===== src/rtl/munoc_apb2axi_bridge.sv =====
// APB completer to single-beat AXI manager bridge: each APB access becomes
// exactly one len=0 INCR AXI transaction, with one transaction in flight at a time.
module munoc_apb2axi_bridge #(
    parameter int BW_ADDR       = 32,
    parameter int BW_DATA       = 32,
    parameter int BW_AXI_TID    = 4,
    parameter int AXI_TID_VALUE = 0,
    parameter int BW_AXI_ALEN   = 8,
    parameter int BW_AXI_ASIZE  = 3,
    parameter int BW_AXI_ABURST = 2,
    parameter int BW_AXI_BRESP  = 2,
    parameter int BW_AXI_RRESP  = 2
) (
    input  logic                     clk,
    input  logic                     rstnn,
    // APB completer
    input  logic [BW_ADDR-1:0]       spaddr,
    input  logic                     spwrite,
    input  logic                     spsel,
    input  logic                     spenable,
    input  logic [BW_DATA-1:0]       spwdata,
    input  logic [BW_DATA/8-1:0]     spwstrb,
    output logic [BW_DATA-1:0]       sprdata,
    output logic                     spready,
    output logic                     spslverr,
    // AXI write address
    output logic [BW_AXI_TID-1:0]    mxawid,
    output logic [BW_ADDR-1:0]       mxawaddr,
    output logic [BW_AXI_ALEN-1:0]   mxawlen,
    output logic [BW_AXI_ASIZE-1:0]  mxawsize,
    output logic [BW_AXI_ABURST-1:0] mxawburst,
    output logic                     mxawvalid,
    input  logic                     mxawready,
    // AXI write data
    output logic [BW_AXI_TID-1:0]    mxwid,
    output logic [BW_DATA-1:0]       mxwdata,
    output logic [BW_DATA/8-1:0]     mxwstrb,
    output logic                     mxwlast,
    output logic                     mxwvalid,
    input  logic                     mxwready,
    // AXI write response
    input  logic [BW_AXI_TID-1:0]    mxbid,
    input  logic [BW_AXI_BRESP-1:0]  mxbresp,
    input  logic                     mxbvalid,
    output logic                     mxbready,
    // AXI read address
    output logic [BW_AXI_TID-1:0]    mxarid,
    output logic [BW_ADDR-1:0]       mxaraddr,
    output logic [BW_AXI_ALEN-1:0]   mxarlen,
    output logic [BW_AXI_ASIZE-1:0]  mxarsize,
    output logic [BW_AXI_ABURST-1:0] mxarburst,
    output logic                     mxarvalid,
    input  logic                     mxarready,
    // AXI read data
    input  logic [BW_AXI_TID-1:0]    mxrid,
    input  logic [BW_DATA-1:0]       mxrdata,
    input  logic [BW_AXI_RRESP-1:0]  mxrresp,
    input  logic                     mxrlast,
    input  logic                     mxrvalid,
    output logic                     mxrready
);

    localparam logic [BW_AXI_TID-1:0]    TID     = BW_AXI_TID'(AXI_TID_VALUE);
    localparam logic [BW_AXI_ASIZE-1:0]  AX_SIZE = BW_AXI_ASIZE'((BW_DATA == 64) ? 3 : 2);
    localparam logic [BW_AXI_ABURST-1:0] AX_INCR = BW_AXI_ABURST'(1);

    typedef enum logic [2:0] {
        IDLE  = 3'd0,
        WREQ  = 3'd1,
        BWAIT = 3'd2,
        RREQ  = 3'd3,
        RWAIT = 3'd4,
        DONE  = 3'd5
    } state_t;

    state_t               state;
    logic [BW_ADDR-1:0]   addr_q;
    logic [BW_DATA-1:0]   wdata_q;
    logic [BW_DATA/8-1:0] wstrb_q;

    // Payload comes only from registers captured in IDLE, so it stays stable under valid.
    assign mxawid    = TID;
    assign mxawaddr  = addr_q;
    assign mxawlen   = '0;
    assign mxawsize  = AX_SIZE;
    assign mxawburst = AX_INCR;

    assign mxwid     = TID;
    assign mxwdata   = wdata_q;
    assign mxwstrb   = wstrb_q;
    assign mxwlast   = 1'b1;

    assign mxarid    = TID;
    assign mxaraddr  = addr_q;
    assign mxarlen   = '0;
    assign mxarsize  = AX_SIZE;
    assign mxarburst = AX_INCR;

    // Response IDs, rlast and the low response bit carry no information for this bridge.
    logic unused_resp;
    assign unused_resp = ^{mxbid, mxbresp, mxrid, mxrresp, mxrlast};

    always_ff @(posedge clk or negedge rstnn) begin
        if (!rstnn) begin
            state     <= IDLE;
            addr_q    <= '0;
            wdata_q   <= '0;
            wstrb_q   <= '0;
            mxawvalid <= 1'b0;
            mxwvalid  <= 1'b0;
            mxarvalid <= 1'b0;
            mxbready  <= 1'b0;
            mxrready  <= 1'b0;
            spready   <= 1'b0;
            spslverr  <= 1'b0;
            sprdata   <= '0;
        end else begin
            case (state)
                IDLE: begin
                    // !spready keeps the completing access from launching a second transaction.
                    if (spsel && spenable && !spready) begin
                        addr_q  <= spaddr;
                        wdata_q <= spwdata;
                        wstrb_q <= spwstrb;
                        if (spwrite) begin
                            state     <= WREQ;
                            mxawvalid <= 1'b1;
                            mxwvalid  <= 1'b1;
                        end else begin
                            state     <= RREQ;
                            mxarvalid <= 1'b1;
                        end
                    end
                end
                WREQ: begin
                    // AW and W retire independently; move on once both valids are down.
                    if (mxawvalid && mxawready) mxawvalid <= 1'b0;
                    if (mxwvalid && mxwready)   mxwvalid  <= 1'b0;
                    if (!mxawvalid && !mxwvalid) begin
                        state    <= BWAIT;
                        mxbready <= 1'b1;
                    end
                end
                BWAIT: begin
                    if (mxbvalid) begin
                        mxbready <= 1'b0;
                        spslverr <= mxbresp[1];
                        spready  <= 1'b1;
                        state    <= DONE;
                    end
                end
                RREQ: begin
                    if (mxarvalid) begin
                        if (mxarready) mxarvalid <= 1'b0;
                    end else begin
                        state    <= RWAIT;
                        mxrready <= 1'b1;
                    end
                end
                RWAIT: begin
                    if (mxrvalid) begin
                        mxrready <= 1'b0;
                        sprdata  <= mxrdata;
                        spslverr <= mxrresp[1];
                        spready  <= 1'b1;
                        state    <= DONE;
                    end
                end
                DONE: begin
                    spready <= 1'b0;
                    state   <= IDLE;
                end
                default: state <= IDLE;
            endcase
        end
    end

endmodule

===== config.mk =====
export PLATFORM = sky130hd
export DESIGN_NAME = munoc_apb2axi_bridge
export DESIGN_NICKNAME = d
export VERILOG_FILES = /design/src/rtl/munoc_apb2axi_bridge.sv
export SDC_FILE = /design/constraint.sdc
export NUM_CORES = 1
export LEC_CHECK = 0
export ABC_CLOCK_PERIOD_IN_PS = 1750
export BUFFER_PORTS_ARGS = -buffer_cell sky130_fd_sc_hd__buf_2
export CAP_MARGIN = 25
export CORE_AREA = 5 5 125 127
export CTS_BUF_LIST = sky130_fd_sc_hd__clkbuf_8
export CTS_CLUSTER_DIAMETER = 60
export CTS_CLUSTER_SIZE = 24
export DETAILED_ROUTE_END_ITERATION = 12
export DIE_AREA = 0 0 130 132
export PLACE_DENSITY = 0.74
export SLEW_MARGIN = 10
export SYNTH_ARGS = -nofsm -noshare
export SYNTH_HDL_FRONTEND = slang
export SYNTH_SLANG_ARGS = --single-unit

===== constraint.sdc =====
create_clock -name clk -period 1.75 [get_ports clk]
set_clock_uncertainty 0.1 [all_clocks]
set_input_delay 0.175 -clock clk [delete_from_list [all_inputs] [get_ports clk]]
set_output_delay 0.175 -clock clk [all_outputs]
set_load 0.005 [all_outputs]

After elaboration in Yosys (flattened, before gate mapping)
Cells that the tools add are included.
{ "classes": {"eq_ne": 14, "mux": 30, "reduce_logical": 25} }
{ "op_table": {"columns": ["cell", "n"], "rows": [
  ["2-bit != test, second input constant", 9],
  ["1-bit 2-to-1 mux", 16],
  ["3-bit 2-to-1 mux", 5],
  ["3-bit case mux with 5 select lines", 1],
  ["3-bit AND reduction", 5],
  ["1-bit case mux with 2 select lines", 6],
  ["2-bit nonzero test", 5],
  ["4-bit AND reduction", 2],
  ["3-bit by 2-bit equality test with 1-bit output, second input constant", 2],
  ["3-bit equality test, second input constant", 2],
  ["1-bit logical AND", 5],
  ["5-bit AND reduction", 1],
  ["2-bit AND reduction", 2],
  ["3-bit by 1-bit equality test with 1-bit output, second input constant", 1],
  ["1-bit zero test", 3],
  ["3-bit zero test", 1],
  ["1-bit case mux with 3 select lines", 1],
  ["3-bit nonzero test", 1],
  ["2-bit 2-to-1 mux", 1]
]} }
{ "word_totals": {"ff_bits": 110, "inputBits": 123, "output_inout_bits": 178, "elab_cells": 81} }

Longest topological paths before layout
Gate-level depths: netlist of the first run.
{ "depth": {"ltp_word": 4, "ltp_mapped": 6, "mapped_depth_nobuf": 3} }

Worst setup path before layout of the first run
OpenSTA, ideal clock, no wires.
{ "synth_path": {"path_type": "reg2reg", "start": "register spready", "end": "register addr_q[0] (netlist: mxaraddr[0])", "arrival_time_ns": 1.692, "setup_time_ns": 0.125, "stages_incl_launch_ff": 7, "period_less_slack_ns": 1.917, "setup_slack_ns": -0.167, "n_path_buf": 3, "required_time_ns": 1.525, "cell_sequence": "dfrtp_1 nand3b_1 or4_1 clkbuf_2 buf_6 buf_6 mux2_4"} }
{ "synth_between": {"elab_chain_cells": 3} }
{ "synth_rtl": {"columns": ["element", "line_no", "text"], "rows": [
  ["start, declared", "24", "output logic spready,"],
  ["start signal, assigned", "114", "spready <= 1'b0;"],
  ["start signal, assigned", "148", "spready <= 1'b1;"],
  ["start signal, assigned", "165", "spready <= 1'b1;"],
  ["1-bit zero test", "121", "if (spsel && spenable && !spready) begin"],
  ["1-bit logical AND", "121", null],
  ["2-bit AND reduction (no line)", null, null],
  ["end signal, assigned", "122", "addr_q <= spaddr;"],
  ["end, declared", "77", "logic [BW_ADDR-1:0] addr_q;"]
]} }
No other way between the ends.
A chain may end at the register's enable or synchronous reset.

Worst setup path in the final report of the first run
{ "layout_path": {"start": "register spready", "end": "register addr_q[7] (netlist: mxaraddr[7])"} }
The elaborated chain is that of the path after synthesis.

==> results by group, run 1 <==
Timing
  • Final setup fails: 71
  • Unrepaired setup endpoints after global routing: yes
  • Fin worst setup slack: -0.0830 ns
  • Max-slew violations: 0
  • Fmax: ~0.55 GHz
  • TNS Setup: -2.14 ns
  • Fin. Hold Viols: 0
  • Crit path time final: 1.83 ns
  • Crit share post-route: 1.05
  • Worst Tran Pin Value: roughly 0.62 ns
  • Slew Limit Headroom: 0.583

Synthesis
  • Leading area contributor after synthesis: dfrtp_1
  • Share of the synthesized area in the top cell type: 0.564
  • Synth cell types: 30
  • Cells after Synth: approximately 340
  • Post-synth EDFFs: 0
  • Avg Inst Size Synth: roughly 14 sq um
  • Register area share after synthesis: 0.564
  • Post-synthesis async set-or-reset flop share: 1.00
  • #FFs+latches synth: 110
  • Total of warnings raised by yosys: 0
  • Post-synth top flop: dfrtp_1
  • Most frequent cell after synthesis: dfrtp_1
  • Top area cells in the synthesized netlist: dfrtp_1 56%, mux2_2 19%, buf_4 11%, mux2_4 6.2%, buf_6 0.92%
  • Post-Syn Area: 4880 sq um
  • Most frequent cells after synthesis: 110 x dfrtp_1, 82 x mux2_2, 71 x buf_4

Drt
  • Residual DRC count: 0
  • Vias/cell: between 4 and 5
  • DR WL/cell: approximately 16 um
  • Final WL: 13.7 mm
  • Routed via count: 3,765
  • Pre-antenna DRT Iters: 4
  • Drt initial violations: 96
  • Post-DRT Antenna Nets: 0

Run status
  • Status: complete, but fails checks
  • Violated checks: setup timing

CTS
  • Buffer depth of the longest clock path: 2
  • Reg clk slew, reported paths: 0.10 ns
  • Clk sinks: 110
  • Worst-Skew Late Latency: 0.37 ns
  • CTS Root Buffer Type: clkbuf_8
  • CTS buffer count: 9
  • H-Tree Depth: 3
  • CTS tree: done

Floorplan
  • Initial Util: 0.341
  • Core footprint: 14,300 sq um
  • Die height: between 100 and 150 um
  • Die area: 17,200 sq um
  • Standard-cell rows: 44
  • Chip width: 130 um
  • Top Ports: 301

Global routing
  • Largest net degree at the start of global routing: 111
  • Total GRT Usage: 0.147
  • Global-route wire length before repair: 20.4 mm
  • Gr ovfl total: 0
  • Vias in the first global route: approximately 4.1k
  • Initial antenna violation count: 0

Place
  • IO buf count: 250
  • Place WS: -0.0780 ns
  • Placed cells: 741
  • GPL Wtd Cong: 0.802
  • Dpl hpwl: roughly 8.8 mm

Finish
  • Layout cells sized above 1: 0.569
  • Fin nets: between 800 and 900
  • N_diodes: 0
  • Area Overhead vs Synth: 52.7%
  • Post-layout util: 0.521
  • Layout Cells excl Fill: approximately 870

Power
  • Worst VDD drop: 0.649 mV
  • Pwr per Cell Area: 1440 nW/um^2
  • LEAKAGE: 3.91 nW
  • PnR Total Power: ~11 mW

Critical path
  • Worst r2r src: spready
  • Critical path launch point type: register
  • Worst EP arrival: a little under 2 ns
  • Max FO, Critical Path: between 40 and 50
  • CP startpoint: spready
  • Critical Path RT: 1.90 ns
  • Crit path kind: register to register
  • CP endpoint kind: register

Worst hold path
  • Hold/Removal Path Class: input pin to register
  • Hold path startpoint: mxwready

Job
  • Max cap viols: 0
-- cell families (layout without fill, tap and decap cells) --
logic type	after synthesis	after routing	share of synthesized area
flops	110	110	0.564
buf+inv	90	393	0.132
other cells	2	39	0.00154
compound gates	20	20	0.0279
mux	102	102	0.251
simple gates	20	20	0.0238
-- flip-flops by register name, indices dropped and copies added (netlist names) --
name / cells
spslverr: 1
mxbready: 1
mxarvalid: 1
mxwvalid: 1
mxaraddr: 32
mxwstrb: 4
spready: 1
mxrready: 1
state: 3
sprdata: 32
mxawvalid: 1
mxwdata: 32
-- cells in the final DEF, fill, tap and decap left out, drive strengths merged --
| cell | n |
|---|---|
| a31o | 1 |
| a21boi | 2 |
| nor2b | 3 |
| nand3b | 1 |
| o2bb2ai | 2 |
| dlygate4sd3 | 104 |
| o21ai | 4 |
| nor4bb | 1 |
| nor4b | 1 |
| inv | 5 |
| mux2 | 102 |
| nor3 | 1 |
| o22a | 2 |
| nand2 | 4 |
| clkbuf | 11 |
| nor2 | 3 |
| buf | 268 |
| and2 | 1 |
| clkinv | 3 |
| conb | 39 |
| a221oi | 1 |
| a21oi | 5 |
| a211o | 1 |
| nand2b | 2 |
| dfrtp | 110 |
| a211oi | 2 |
| or4 | 2 |
| bufinv | 2 |
| nor4 | 1 |
-- layout make-up --
class	count	area (sq um)
flip-flops and latches	110	2750
inverters	4	15.0
clock inverters	6	86.3
repair buffers	373	2520
multi-input cells	181	1710
well taps	184	230
clock buffers	10	138
fillers	1212	6860
-- metrics by stage --
| step | hold WS [ns] | instance area [sq um] |
|---|---|---|
| 6_report | 0.0452 | 7450 |
| 5_1_grt | 0.0433 | 7450 |
| 4_1_cts | 0.00511 | 7280 |
| 3_5_place_dp | 0.206 | 6010 |
| 3_3_place_gp | 0.185 | 6010 |
| 2_1_floorplan | -0.221 | 5030 |
-- routing by layer --
| metal | vias to the layer above | part of all wire | track usage |
|---|---|---|---|
| li1 | 1733 | - | - |
| met2 | 181 | 0.54 | 0.274 |
| met5 | - | 0 | 0 |
| met3 | 28 | 0.078 | 0.0401 |
| met1 | 1823 | 0.36 | 0.158 |
| met4 | 0 | 0.024 | 0.0502 |
-- report_power, final --
part / internal, mW / switching [mW] / total [mW] / leakage (nW)
Clock: 0.843 / 0.847 / 1.69 / 0.118
Combinational: 2.76 / 1.75 / 4.51 / 2.44
Sequential: 3.79 / 0.743 / 4.53 / 1.35
-- worst max-delay path: stages, from the launching register on --
cell and delay [ns]:
dfrtp_1 0.38, nand3b_1 0.19, or4_4 0.47, buf_12 0.21
mux2_4 0.33
-- final timing paths --
kind / endpoint / slack (ns) / cells after the start
setup / recovery: mxaraddr[7] / -0.08 / 4
hold reg to reg: mxwdata[16] / 0.41 / 1
hold / removal: mxwvalid / 0.05 / 3
max in group asynchronous: mxaraddr[3] / 0.75 / 3
setup reg to reg: mxaraddr[7] / -0.08 / 4
min in group asynchronous: mxaraddr[14] / 0.27 / 3
-- repair_timing --
action | 4_1_cts | 5_1_grt
buffers inserted | 0 | 4
pin swaps | 0 | 1
cloned | 0 | 3
endpoints found under the hold margin | 213 | 0
endpoints found under the setup margin | 87 | 101
hold buffers | 104 | 0
gates resized for setup | 3 | 30
Note: power is estimated with default switching activity, not from simulation.
==> run 2, diff against run 1 <==
==> constraint.sdc (replaced) <==
create_clock -name clk -period 1.75 [get_ports clk]
set_clock_uncertainty 0.1 [all_clocks]
set_input_delay 0.175 -clock clk [delete_from_list [all_inputs] [get_ports clk]]
set_output_delay 0.175 -clock clk [all_outputs]
set_load 0.05 [all_outputs]
==> run 2 against run 1 <==
Net effect:
- the flow still finishes with violations (setup timing)
- critical path depth is the same
- non-clock buffer count rose by 1
- maximum frequency fell by 1.1%
- final area about the same
- utilization about the same
- die area unchanged
- flip-flop and latch count is the same
- first-iteration DRC count is 16% higher
- register-to-register slack lost 0.02 ns
- highest routed layer unchanged
- cell count grew 0.35%
==> results by group, run 2 (synthesized netlist as in run 1, its figures left out) <==
CTS
  • CTS buffer count: 9 (unchanged)
  • Reg clk slew, reported paths: 0.10 ns (about the same)
  • H-Tree Depth: 3 (unchanged)
  • Worst-Skew Late Latency: 0.36 ns (about the same)
  • Clk sinks: 110 (unchanged)
  • CTS tree: done
  • Buffer depth of the longest clock path: 2 (unchanged)
  • CTS Root Buffer Type: clkbuf_8

Floorplan
  • Initial Util: 0.341 (unchanged)
  • Die height: 132 um (unchanged)
  • Standard-cell rows: 44 (unchanged)
  • Die area: 17,200 sq um (unchanged)
  • Top Ports: 301 (unchanged)
  • Chip width: 130 um (unchanged)
  • Core footprint: 14,300 sq um (unchanged)

Timing
  • Fin worst setup slack: -0.104 ns (-0.0212 ns)
  • Fmax: 0.539 GHz (-1.1%)
  • Fin. Hold Viols: 0 (unchanged)
  • Crit share post-route: 1.06 (+0.0121)
  • Crit path time final: 1.85 ns (+0.0212 ns)
  • Slew Limit Headroom: 0.603 (+0.0201)
  • Unrepaired setup endpoints after global routing: yes
  • Fin Hold WS: 0.0503 ns (+0.00516 ns)
  • Max-slew violations: 0 (unchanged)
  • Worst Tran Pin Value: 0.595 ns (-0.0301 ns)
  • Final setup fails: 68 (-4.2%)

Critical path
  • Critical path launch point type: register
  • Worst EP arrival: 2.00 ns (+0.02 ns)
  • Max FO, Critical Path: 39 (-20%)
  • Critical Path RT: 1.90 ns (about the same)
  • CP endpoint kind: register
  • Crit path kind: register to register

Job
  • Max cap viols: 0 (unchanged)

Drt
  • Residual DRC count: 0 (unchanged)
  • Pre-antenna DRT Iters: 4 (unchanged)
  • Post-DRT Antenna Nets: 0 (unchanged)
  • Drt initial violations: 111 (+16%)
  • Vias/cell: 4.37 (+0.82%)
  • Final WL: 13.9 mm (+1.6%)
  • DR WL/cell: 15.9 um (+1.2%)
  • Routed via count: 3,809 (+1.2%)

Run status
  • Status: complete, but fails checks
  • Violated checks: setup timing

Finish
  • Most frequent cells in the layout: 249 x buf_2, 109 x dfrtp_1, 104 x dlygate4sd3_1, 73 x mux2_2, 39 x conb_1
  • Area Overhead vs Synth: 52.8% (about the same)
  • Layout cells sized above 1: 0.572 (+0.00355)
  • Most common cell after layout, fill and taps aside: buf_2
  • Fin nets: 803 (+0.12%)
  • Layout Cells excl Fill: 871 (+0.35%)

Worst hold path
  • Hold/Removal Path Class: input pin to register

Global routing
  • Initial antenna violation count: 2 (+2)
  • Gr ovfl total: 0 (unchanged)
  • Global-route wire length before repair: 20.9 mm (+2.4%)
  • Vias in the first global route: 4,213 (+3.7%)
  • Total GRT Usage: 0.153 (+0.00538)
  • Largest net degree at the start of global routing: 111 (unchanged)

Place
  • Dpl hpwl: 9.25 mm (+5.4%)
  • Placed cells: 740 (-0.13%)
  • GPL Wtd Cong: 0.801 (-0.12%)
  • IO buf count: 250 (unchanged)
-- run 2: final timing paths --
check / startpoint / endpoint / slack [ns] / depth (start not counted)
setup reg to reg: spready / mxaraddr[5] / -0.10 / 4
hold reg to reg: mxwstrb[1] / mxwstrb[1] / 0.41 / 1
setup / recovery: spready / mxaraddr[5] / -0.10 / 4
min in group asynchronous: rstnn / mxaraddr[22] / 0.32 / 3
hold / removal: mxwready / mxwvalid / 0.05 / 3
max in group asynchronous: rstnn / spready / 0.75 / 3
-- run 2: final cells by class --
cell class | count | area, sq um
antenna | 2 | 5.00
clock buffer | 10 | 138
clock inverter | 6 | 68.8
fill | 1178 | 6860
inverter | 4 | 15.0
multi-input combinational | 181 | 1680
sequential | 110 | 2750
tap | 184 | 230
timing repair buffer | 374 | 2570
-- run 2: worst max-delay path, cell delays in order (launching register included) --
cell,delay [ns]
dfrtp_2,0.42
nand3b_1,0.19
or4_4,0.47
buf_12,0.21
mux2_4,0.32
-- run 2: through the flow --
stage	worst slack, ns	setup TNS (ns)	instance area, sq um	util
2_1_floorplan	-0.314	-14.90	5030	-
3_3_place_gp	-0.0325	-0.471	6030	0.421
3_5_place_dp	-0.0751	-2.88	6030	0.421
4_1_cts	-0.0911	-3.74	7280	0.509
5_1_grt	-0.148	-7.60	7460	0.521
6_report	-0.104	-3.81	7460	0.521
-- run 2: routing by layer --
metal  GRT usage  routed length, um  part of all wire
met1       0.149               4800              0.35
met2       0.298               7640              0.55
met3      0.0365               1130             0.081
met4      0.0641                312             0.022
met5           0                  0                 0
-- run 2: repair_timing --
item                                    in CTS  in global routing
gates cloned                                 0                  4
resized for setup                            2                 12
buffers inserted                             0                  5
endpoints found under the setup margin      78                 98
hold buffers                               104                  0
hold endpoints to repair                   212                  0
Power of run 2 is left out: the tool's default activity adds up to more than one toggle a clock period on the data nets, which glitch-free logic cannot reach.
